`src/rtl/tdm_rx_ctrl.sv`:
```
`timescale 1ns/1ps
`default_nettype none
// ============================================================================
// Module : tdm_rx_ctrl
// Sequencer and channel unloader for the 8 x 32-bit TDM deserializer.
// Rev    : 1.0
// ============================================================================
module tdm_rx_ctrl #(
   parameter int TIMEOUT     = 4096,
   parameter int RESTART_CYC = 16,
   parameter int LOCK_FRAMES = 2,
   parameter int CNT_W       = 8
) (
   input  logic             clk,
   input  logic             rstn,
   input  logic             run,
   input  logic [7:0]       cfg_patt,
   input  logic [7:0]       cfg_mask,
   output logic             des_enable,
   output logic [7:0]       des_patt,
   output logic [7:0]       des_mask,
   input  logic             des_valid,
   input  logic [255:0]     des_pdata,
   output logic             ch_valid,
   input  logic             ch_ready,
   output logic [2:0]       ch_idx,
   output logic [31:0]      ch_data,
   output logic             ch_last,
   output logic             locked,
   output logic             lost,
   output logic [CNT_W-1:0] overrun_cnt
);

   localparam int TMR_MAX = (TIMEOUT > RESTART_CYC) ? TIMEOUT : RESTART_CYC;
   localparam int TMR_W   = $clog2(TMR_MAX);
   localparam int FCNT_W  = $clog2(LOCK_FRAMES + 1);

   localparam logic [TMR_W-1:0]  TMO_LAST = TMR_W'(TIMEOUT - 1);
   localparam logic [TMR_W-1:0]  RST_LAST = TMR_W'(RESTART_CYC - 1);
   localparam logic [FCNT_W-1:0] LOCK_N   = FCNT_W'(LOCK_FRAMES);

   typedef enum logic [1:0] {
      S_IDLE    = 2'd0,
      S_ARM     = 2'd1,
      S_LOCKED  = 2'd2,
      S_RECOVER = 2'd3
   } state_t;

   state_t             state_q, state_d;
   logic [TMR_W-1:0]   tmr_q, tmr_d;
   logic [FCNT_W-1:0]  fcnt_q, fcnt_d;
   logic [7:0]         patt_q, patt_d;
   logic [7:0]         mask_q, mask_d;
   logic               lost_q, lost_d;
   logic [255:0]       buf_q, buf_d;
   logic               vld_q, vld_d;
   logic [2:0]         idx_q, idx_d;
   logic [CNT_W-1:0]   ovr_q, ovr_d;

   logic               w_active;
   logic               w_timeout;
   logic               w_beat;
   logic               w_free;
   logic [FCNT_W-1:0]  w_fcnt_inc;
   logic [2:0]         w_sel;

   assign w_active   = (state_q == S_ARM) || (state_q == S_LOCKED);
   assign w_timeout  = w_active && !des_valid && (tmr_q == TMO_LAST);
   assign w_beat     = vld_q && ch_ready;
   // A frame can land either into an empty buffer or on the final beat of the current one.
   assign w_free     = !vld_q || (w_beat && (idx_q == 3'd7));
   assign w_fcnt_inc = fcnt_q + 1'b1;

   always_comb begin
      state_d = state_q;
      tmr_d   = tmr_q + 1'b1;
      fcnt_d  = fcnt_q;
      patt_d  = patt_q;
      mask_d  = mask_q;
      lost_d  = 1'b0;
      buf_d   = buf_q;
      vld_d   = vld_q;
      idx_d   = idx_q;
      ovr_d   = ovr_q;

      if (w_beat) begin
         idx_d = idx_q + 3'd1;
         if (idx_q == 3'd7) begin
            vld_d = 1'b0;
         end
      end

      if ((state_q == S_LOCKED) && des_valid) begin
         if (w_free) begin
            buf_d = des_pdata;
            vld_d = 1'b1;
            idx_d = 3'd0;
         end else if (ovr_q != {CNT_W{1'b1}}) begin
            ovr_d = ovr_q + 1'b1;
         end
      end

      if (w_active && des_valid) begin
         tmr_d = '0;
      end

      case (state_q)
         S_IDLE: begin
            tmr_d = '0;
            if (run) begin
               patt_d  = cfg_patt;
               mask_d  = cfg_mask;
               fcnt_d  = '0;
               state_d = S_ARM;
            end
         end
         S_ARM: begin
            if (des_valid) begin
               fcnt_d = w_fcnt_inc;
               if (w_fcnt_inc == LOCK_N) begin
                  state_d = S_LOCKED;
                  tmr_d   = '0;
               end
            end else if (w_timeout) begin
               state_d = S_RECOVER;
               tmr_d   = '0;
            end
         end
         S_LOCKED: begin
            if (w_timeout) begin
               state_d = S_RECOVER;
               tmr_d   = '0;
               lost_d  = 1'b1;
            end
         end
         S_RECOVER: begin
            if (tmr_q == RST_LAST) begin
               state_d = S_ARM;
               fcnt_d  = '0;
               tmr_d   = '0;
            end
         end
         default: begin
            state_d = S_IDLE;
            tmr_d   = '0;
         end
      endcase

      // Stopping overrides everything except the overrun history.
      if (!run) begin
         state_d = S_IDLE;
         tmr_d   = '0;
         lost_d  = 1'b0;
         buf_d   = buf_q;
         vld_d   = 1'b0;
         idx_d   = 3'd0;
         ovr_d   = ovr_q;
      end
   end

   always_ff @(posedge clk or negedge rstn) begin
      if (!rstn) begin
         state_q <= S_IDLE;
         tmr_q   <= '0;
         fcnt_q  <= '0;
         patt_q  <= '0;
         mask_q  <= '0;
         lost_q  <= 1'b0;
         buf_q   <= '0;
         vld_q   <= 1'b0;
         idx_q   <= '0;
         ovr_q   <= '0;
      end else begin
         state_q <= state_d;
         tmr_q   <= tmr_d;
         fcnt_q  <= fcnt_d;
         patt_q  <= patt_d;
         mask_q  <= mask_d;
         lost_q  <= lost_d;
         buf_q   <= buf_d;
         vld_q   <= vld_d;
         idx_q   <= idx_d;
         ovr_q   <= ovr_d;
      end
   end

   // CH1 occupies the top word of the frame.
   assign w_sel       = 3'd7 - idx_q;
   assign ch_data     = buf_q[{w_sel, 5'd0} +: 32];
   assign ch_valid    = vld_q;
   assign ch_idx      = idx_q;
   assign ch_last     = vld_q && (idx_q == 3'd7);
   assign des_enable  = w_active;
   assign des_patt    = patt_q;
   assign des_mask    = mask_q;
   assign locked      = (state_q == S_LOCKED);
   assign lost        = lost_q;
   assign overrun_cnt = ovr_q;

endmodule
`default_nettype wire
```
`config.mk`:
```
export PLATFORM = sky130hd
export DESIGN_NAME = tdm_rx_ctrl
export DESIGN_NICKNAME = d
export VERILOG_FILES = /design/src/rtl/tdm_rx_ctrl.sv
export SDC_FILE = /design/constraint.sdc
export NUM_CORES = 1
export LEC_CHECK = 0
export CORE_MARGIN = 3
export CORE_UTILIZATION = 40
export CTS_BUF_LIST = sky130_fd_sc_hd__clkbuf_16
export DETAILED_ROUTE_END_ITERATION = 16
export HOLD_SLACK_MARGIN = 0.03
export PLACE_DENSITY = 0.73
export SYNTH_ARGS = -nofsm -noshare
export SYNTH_HDL_FRONTEND = slang
export SYNTH_SLANG_ARGS = --single-unit
```
`constraint.sdc`:
```
create_clock -name clk -period 1.9 [get_ports clk]
set_input_delay 0.285 -clock clk [delete_from_list [all_inputs] [get_ports clk]]
set_output_delay 0.285 -clock clk [all_outputs]
set_load 0.01 [all_outputs]
```
# Word level (Yosys, flattened, before mapping)
# Cells that the tools add are included.
totals:
  register_bits: 301
  output_inout_bits: 64
op_classes:
  shifts: 1
  add_sub_neg: 5
  n_bitwise: 1
  n_mux: 29
  reduce_logical: 18
  eq_ne: 13
ops:
  columns: ["cell", "count"]
  rows:
  - ["256-bit by 9-bit variable part select with 32-bit output", 1]
  - ["12-bit 2-to-1 mux", 6]
  - ["12-bit one-hot mux with 4 select lines", 1]
  - ["2-bit 2-to-1 mux", 8]
  - ["12-bit by 1-bit adder with 12-bit output (second input constant)", 1]
  - ["12-bit == test (second input constant)", 1]
  - ["12-bit by 4-bit == test with 1-bit output (second input constant)", 1]
  - ["3-bit 2-to-1 mux", 4]
  - ["8-bit by 1-bit adder with 8-bit output (second input constant)", 1]
  - ["1-bit 2-to-1 mux", 8]
  - ["8-bit inequality test (second input constant)", 1]
  - ["2-bit one-hot mux with 4 select lines", 1]
  - ["4-bit AND reduction", 2]
  - ["1-bit logical AND", 7]
  - ["2-bit == test (second input constant)", 3]
  - ["2-bit inequality test (second input constant)", 3]
  - ["2-bit one-hot mux with 3 select lines", 1]
  - ["4-bit by 3-bit inequality test with 1-bit output (second input constant)", 1]
  - ["2-bit AND reduction", 2]
  - ["3-bit by 1-bit adder with 3-bit output (second input constant)", 1]
  - ["3-bit == test (second input constant)", 1]
  - ["3-bit inequality test (second input constant)", 1]
  - ["3-bit AND reduction", 1]
  - ["3-bit nonzero test", 1]
  - ["7 further kinds", 9]

# Longest topological paths before layout
# Gate-level depths: netlist (run 1).
logic_depth:
  ltp_word: 8
  ltp_mapped: 8
  mapped_depth_nobuf: 6

# Worst setup path before layout (run 1)
# Ideal clock, no wire load.
synth_timing:
  kind: "register to register"
  from: "register idx_q[0] (netlist: ch_idx[0])"
  to: "register buf_q[230]"
  arrival_ns: 2.054
  path_buffers: 3
  setup_ns: 0.125
  required_time_ns: 1.775
  setup_slack_ns: -0.279
  path_stages_with_launch: 9
  synth_period_minus_slack_ns: 2.179
  cell_sequence: "dfrtp_1 > ha_1 > ha_1 > a21boi_1 > or3_1 > clkbuf_1 > buf_2 > buf_2 > mux2_2"
synth_via:
  elab_chain_len: 4
synth_lines:
  columns: ["item", "line_no", "text"]
  rows:
  - ["start, declared", "57", "logic [2:0] idx_q, idx_d;"]
  - ["start signal, assigned", "182", "idx_q <= idx_d;"]
  - ["3-bit == test", "71", "assign w_free = !vld_q || (w_beat && (idx_q == 3'd7));"]
  - ["1-bit logical AND", "71", null]
  - ["1-bit logical OR", "71", null]
  - ["3-bit AND reduction (no source line)", null, null]
  - ["end signal, assigned", "180", "buf_q <= buf_d;"]
  - ["end, declared", "55", "logic [255:0] buf_q, buf_d;"]
# No other way between the ends.
# A chain may end at the register's enable or synchronous reset.

# Final worst setup path (run 1)
layout_timing:
  from: "register idx_q[0] (netlist: ch_idx[0])"
  to: "output port ch_data[4]"
layout_via:
  elab_chain_len: 2
layout_lines:
  columns: ["item", "line_no", "text"]
  rows:
  - ["3-bit subtractor", "188", "assign w_sel = 3'd7 - idx_q;"]
  - ["256-bit by 9-bit variable part select with 32-bit output", "189", "assign ch_data = buf_q[{w_sel, 5'd0} +: 32];"]
  - ["end, declared", "27", "output logic [31:0] ch_data,"]
# No other way between the ends.

==> impl_metrics.json, run 1 <==
{
  "grtUsageMet1_pct": 29.2,
  "dp_hpwl_um": 24400,
  "endpoint_kind": "output port",
  "synthTopCellsByArea": "dfrtp_1, mux2_2, mux4_2",
  "synth_edf_count": 0,
  "min_period_ns": 2.59,
  "clkSlewWorstSetupHoldPaths_ns": 0.06,
  "crit_arrival_ns": 2.31,
  "maxSlewHeadroom_pct": 63.0,
  "cts_buffer_depth": 3,
  "utilization_pct": 64.8,
  "rows": 66,
  "port_buffers": 340,
  "clock_sinks": 301,
  "grt_pass1_vias": 10377,
  "placed_area_mm2": 0.0181,
  "start_kind": "flop",
  "peakVddDrop_v": 0.000931,
  "io-pin-count": 341,
  "grt_use_met3_pct": 4.98,
  "multi_input_area_mm2": 0.00642,
  "worstPathMaxFanout": 6,
  "crit_family": "multiplexers",
  "synth_ff_type": "dfrtp_1",
  "grt_pass1_wl_um": 60700,
  "track_usage_pct": 21.6,
  "cts_buffers": 35,
  "area_delta_synth_final_pct": 57.5,
  "slew_viol_final": 0,
  "fin_ws_ns": -0.692,
  "gp_congestion": 0.806,
  "rsz0062_at_grt": "true",
  "crit_path_top_delay_cell": "mux4_2",
  "synth.ff_latch_count": 301,
  "viasPerCell": 5.18,
  "yosysTopAreaCellShare_pct": 55.6,
  "grt_overflow": 0,
  "design_area_mm2": 0.0213,
  "dp_cells": 1639,
  "ff2ff_path_depth": 11,
  "ys_types": 45,
  "power_mw": 21.5,
  "max_stage_delay_ns": 0.51,
  "drt_iter0_drc": 424,
  "wl_per_cell_um": 22.3,
  "clock_latency_ns": 0.51,
  "setup_viol": 300,
  "use_met2_pct": 35.9,
  "crit_buf_inv": 4,
  "leakagePower_nw": 10.1,
  "nets": 1597,
  "fillers": 2300,
  "cts_root_buf": "clkbuf_16",
  "cts_tree": "built",
  "worstPathRequired_ns": 1.62,
  "drv_cap": 0,
  "fmax_ghz": 0.386,
  "ys_seq_area_share_pct": 55.6,
  "synth_common_cells": "dfrtp_1, mux2_2, mux2_1, mux4_2, buf_4",
  "grt_busiest_layer": "met2",
  "num_vias": 9214,
  "violations": "setup timing",
  "tightestPinTransition_ns": 0.553,
  "syn_inst": 844,
  "outcome": "complete, but fails checks",
  "synthArstFlopShare_pct": 100,
  "path_cells": "buf_12, buf_8, buf_16, mux4_2, mux2_4, buf_6",
  "cp.depth": 6,
  "wl_um": 39700,
  "drc": 0,
  "h-tree-depth": 2,
  "initial_core_util_pct": 41.2,
  "yosysTopAreaCell": "dfrtp_1",
  "regArea_mm2": 0.00754,
  "hold_slack_ns": 0.325,
  "yosysWarnings": 0,
  "netlist_area_mm2": 0.0136,
  "finalHoldViolCount": 0,
  "grt_antenna_before_repair": 3,
  "grt_max_degree": 56,
  "die_area_mm2": 0.0361,
  "die_height_um": 190,
  "powerDensity_mw_per_mm2": 1010,
  "avgSynthCellArea_um2": 16.1,
  "core_mm2": 0.0329,
  "yosysMostFrequentCell": "dfrtp_1",
  "fin_skew_ns": 0.0140,
  "finalCritPeriodShare_pct": 136,
  "firstDrtPassIters": 6,
  "finalNonFillerCells": 1778,
  "hold_path.class": "input pin to asynchronous set/reset pin",
  "critPathKind": "flop to output port",
  "ant_nets": 0,
  "synth_nets": 1131,
  "drive_above_1_share_pct": 47.3,
  "die_w_um": 190
}
-- path summary, 6_finish.rpt --
path | from | end | slack, ns
setup / recovery | ch_idx[0] | ch_data[4] | -0.69
hold / removal | rstn | buf_q[220] | 0.32
min in group clk | des_pdata[198] | buf_q[198] | 0.39
setup reg to reg | ch_idx[0] | buf_q[162] | -0.63
hold reg to reg | tmr_q[0] | tmr_q[0] | 0.49
max in group asynchronous | rstn | buf_q[23] | 0.90
-- cell usage in the layout, fill, tap and decap left out, types with 3 or more instances in the layout --
| master | synthesis | routed |
|---|---|---|
| buf_8 | 0 | 18 |
| mux2_4 | 1 | 151 |
| buf_16 | 0 | 21 |
| nor3_2 | 0 | 5 |
| buf_6 | 0 | 53 |
| mux2_2 | 214 | 155 |
| nand3_1 | 11 | 11 |
| clkinv_1 | 0 | 10 |
| nor3_1 | 13 | 8 |
| clkinv_2 | 0 | 7 |
| xnor2_1 | 7 | 7 |
| ha_1 | 10 | 5 |
| buf_12 | 0 | 45 |
| and3_1 | 5 | 5 |
| mux4_2 | 64 | 64 |
| nand4_1 | 4 | 4 |
| a21oi_1 | 5 | 5 |
| xor2_1 | 11 | 11 |
| clkdlybuf4s50_1 | 0 | 300 |
| nand2_1 | 12 | 11 |
| inv_1 | 5 | 6 |
| bufinv_16 | 0 | 3 |
| ha_4 | 0 | 4 |
| dfrtp_1 | 301 | 297 |
| nor2_1 | 8 | 6 |
| buf_4 | 23 | 37 |
| clkbuf_16 | 0 | 38 |
-- layout make-up --
type | instances | share of cell area (%)
Tap cell | 442 | 2.59
Timing Repair Buffer | 481 | 26.7
Multi-Input combinational cell | 486 | 30.1
Inverter | 5 | 0.0879
Clock inverter | 25 | 0.891
Antenna cell | 1 | 0.0117
Clock buffer | 37 | 4.34
Sequential cell | 301 | 35.3
-- timing repair --
item,CTS,global route
endpoints found under the setup margin,314,320
hold buffers,1,0
endpoints found under the hold margin,43,0
cloned,33,1
pin swaps,10,11
resized for setup,383,80
setup buffers,50,17
-- metal layers --
| metal | vias to the layer above | routed length [um] |
|---|---|---|
| li1 | 4081 | - |
| met1 | 4754 | 16800 |
| met2 | 310 | 19200 |
| met3 | 63 | 2860 |
| met4 | 6 | 771 |
| met5 | - | 35 |
-- state kept, by name, indices dropped and copies added, names as in the netlist --
signal,flops
buf_q,256
ch_idx,3
ch_valid,1
des_mask,8
des_patt,8
fcnt_q,2
lost,1
overrun_cnt,8
state_q,2
tmr_q,12
-- cell families after synthesis --
logic type                 after synthesis  share of synthesized area, %
AOI/OAI and AO/OA                       19                          1.14
xor gates and xnor gates                18                          1.16
adders and majority gates               10                         0.923
buffers and inverters                   57                          2.33
DFF                                    301                          55.6
muxes                                  371                          36.1
and+or+nand+nor                         68                          2.74
-- metrics by stage --
stage          setup TNS (ns)  setup slack, ns
6_report              -145.94           -0.692
5_1_grt               -163.59           -0.759
4_1_cts               -183.32           -0.754
3_5_place_dp          -119.92           -0.464
3_3_place_gp          -111.18           -0.444
2_1_floorplan           -9.27          -0.0490
-- where the power goes --
group          internal [mW]  switching [mW]
sequential              8.25           0.983
clock                   3.92            2.63
combinational           4.02            1.67
No activity file was read; power rests on OpenSTA's default activity.
==> run 2: changes to the inputs <==
--- a/config.mk
+++ b/config.mk
@@ -5,7 +5,6 @@
 export SDC_FILE = /design/constraint.sdc
 export NUM_CORES = 1
 export LEC_CHECK = 0
-export CORE_MARGIN = 3
 export CORE_UTILIZATION = 40
 export CTS_BUF_LIST = sky130_fd_sc_hd__clkbuf_16
 export DETAILED_ROUTE_END_ITERATION = 16
==> impl_metrics.json, run 2 (same netlist as run 1, synthesis figures left out) <==
{
  "outcome": "complete, but fails checks",
  "violations": "setup timing",
  "die_height_um": 186,
  "finalHoldViolCount": 0,
  "reg2reg_to": "buf_q[50]",
  "area_delta_synth_final_pct": 61.8,
  "h-tree-depth": 2,
  "min_period_ns": 2.58,
  "timing.reg2reg.setup_slack_ns": -0.53,
  "finalCritPeriodShare_pct": 136,
  "wl_um": 41500,
  "nets": 1608,
  "fin_ws_ns": -0.682,
  "wl_per_cell_um": 23.2,
  "gp_congestion": 0.767,
  "num_vias": 9374,
  "path_cells": "buf_12, buf_8, buf_16, mux4_2, mux2_4, buf_6",
  "peakVddDrop_v": 0.000648,
  "cts_buffer_depth": 3,
  "design_area_mm2": 0.0219,
  "cts_tree": "built",
  "die_area_mm2": 0.0346,
  "dp_hpwl_um": 23700,
  "drv_cap": 0,
  "regArea_mm2": 0.00754,
  "worstPathMaxFanout": 6,
  "worstPathRequired_ns": 1.62,
  "dp_cells": 1649,
  "critPathKind": "flop to output port",
  "crit_buf_inv": 4,
  "power_mw": 21.7,
  "placed_area_mm2": 0.0181,
  "tightestPinTransition_ns": 0.517,
  "grt_antenna_before_repair": 1,
  "layout_common_cells": "clkdlybuf4s50_1, dfrtp_1, mux2_4",
  "track_usage_pct": 23.4,
  "grt_pass1_wl_um": 60900,
  "grt_max_degree": 69,
  "final_common_cell": "clkdlybuf4s50_1",
  "ant_nets": 0,
  "fmax_ghz": 0.387,
  "firstDrtPassIters": 4,
  "port_buffers": 340,
  "fillers": 2231,
  "cts_buffers": 36,
  "clkSlewWorstSetupHoldPaths_ns": 0.06,
  "drt_iter0_drc": 444,
  "leakagePower_nw": 10.7,
  "top_register": "buf_q",
  "io-pin-count": 341,
  "endpoint_kind": "output port",
  "hold_slack_ns": 0.314,
  "setup_viol": 296,
  "endpoint": "ch_data[12]",
  "crit_family": "multiplexers",
  "ff2ff_path_depth": 11,
  "hold_path.class": "input pin to asynchronous set/reset pin",
  "rsz0062_at_grt": "true",
  "finalNonFillerCells": 1789,
  "slew_viol_final": 0,
  "maxSlewHeadroom_pct": 65.6,
  "powerDensity_mw_per_mm2": 991,
  "drive_above_1_share_pct": 46.9,
  "drc": 0,
  "clock_latency_ns": 0.50,
  "pre_cts_ws_ns": -0.454,
  "startpoint": "ch_idx[0]",
  "grt_overflow": 0,
  "clock_sinks": 301,
  "crit_path_top_delay_cell": "dfrtp_4",
  "die_w_um": 186,
  "multi_input_area_mm2": 0.00692,
  "max_stage_delay_ns": 0.51,
  "crit_arrival_ns": 2.30,
  "initial_core_util_pct": 40.5,
  "start_kind": "flop",
  "r2r-start": "ch_idx[0]",
  "cts_root_buf": "clkbuf_16",
  "fin_skew_ns": 0.0148,
  "rows": 67,
  "grt_pass1_vias": 10420,
  "core_mm2": 0.0334,
  "cp.depth": 6,
  "largest_reg_flops": 256,
  "top_regs": "buf_q x256, tmr_q x12",
  "viasPerCell": 5.24
}
-- run 2: changes by cell type in the layout (fill, tap and decap cells not counted), sizes merged --
cell         change
clkbuf           -1
bufbuf           +1
buf              +9
clkinv          -10
inv              +7
bufinv           -2
dlygate4sd2      +1
-- run 2: worst min-delay path by stage --
stage               slack (ns)  startpoint    endpoint
global placement          0.26        rstn  buf_q[187]
floorplan                -0.01        rstn    buf_q[0]
detailed placement        0.26        rstn  buf_q[187]
global route              0.33        rstn  buf_q[187]
CTS                       0.32        rstn  buf_q[187]
finish                    0.31        rstn  buf_q[187]
-- run 2: routing by layer --
metal / wire length [um] / global-route usage [%] / vias to the layer above
met4: 885 / 6.10 / 0
met1: 18000 / 31.1 / 4856
met3: 2590 / 5.36 / 66
met2: 20100 / 38.5 / 331
met5: 0 / 0 / -
li1: - / - / 4121
-- run 2: worst reg2reg max path, cell delays in order (launching register included) --
cell	delay (ns)
dfrtp_4	0.51
buf_12	0.15
buf_6	0.11
ha_4	0.15
ha_4	0.17
a21boi_4	0.16
or3_4	0.17
buf_12	0.12
buf_16	0.15
buf_8	0.16
buf_16	0.15
mux2_4	0.31
-- run 2: per-stage QoR --
step	TNS [ns]	utilization [%]
after global placement	-58.37	54.1
after global routing	-151.13	65.6
after detailed placement	-62.15	54.1
final	-137.01	65.6
after CTS	-149.53	64.2
after floorplan	-9.27	-
-- run 2: what timing repair did --
| action | CTS | global route |
|---|---|---|
| endpoints found under the setup margin | 289 | 319 |
| endpoints found under the hold margin | 48 | 0 |
| gates cloned | 37 | 0 |
| hold buffers | 1 | 0 |
| gates resized for setup | 401 | 219 |
| buffers inserted | 53 | 17 |
| pin swaps | 5 | 10 |
-- run 2: cell type report --
cell class	instances	area share [%]
Inverter	5	0.0855
Sequential cell	301	34.4
Timing Repair Buffer	491	26.7
Clock buffer	37	4.22
Antenna cell	1	0.0114
Tap cell	448	2.55
Clock inverter	20	0.536
Multi-Input combinational cell	486	31.6
-- run 2: power breakdown --
part | internal [mW] | switching, mW
clock | 3.63 | 2.61
sequential | 8.25 | 1.09
combinational | 4.45 | 1.71
total | 16.3 | 5.41
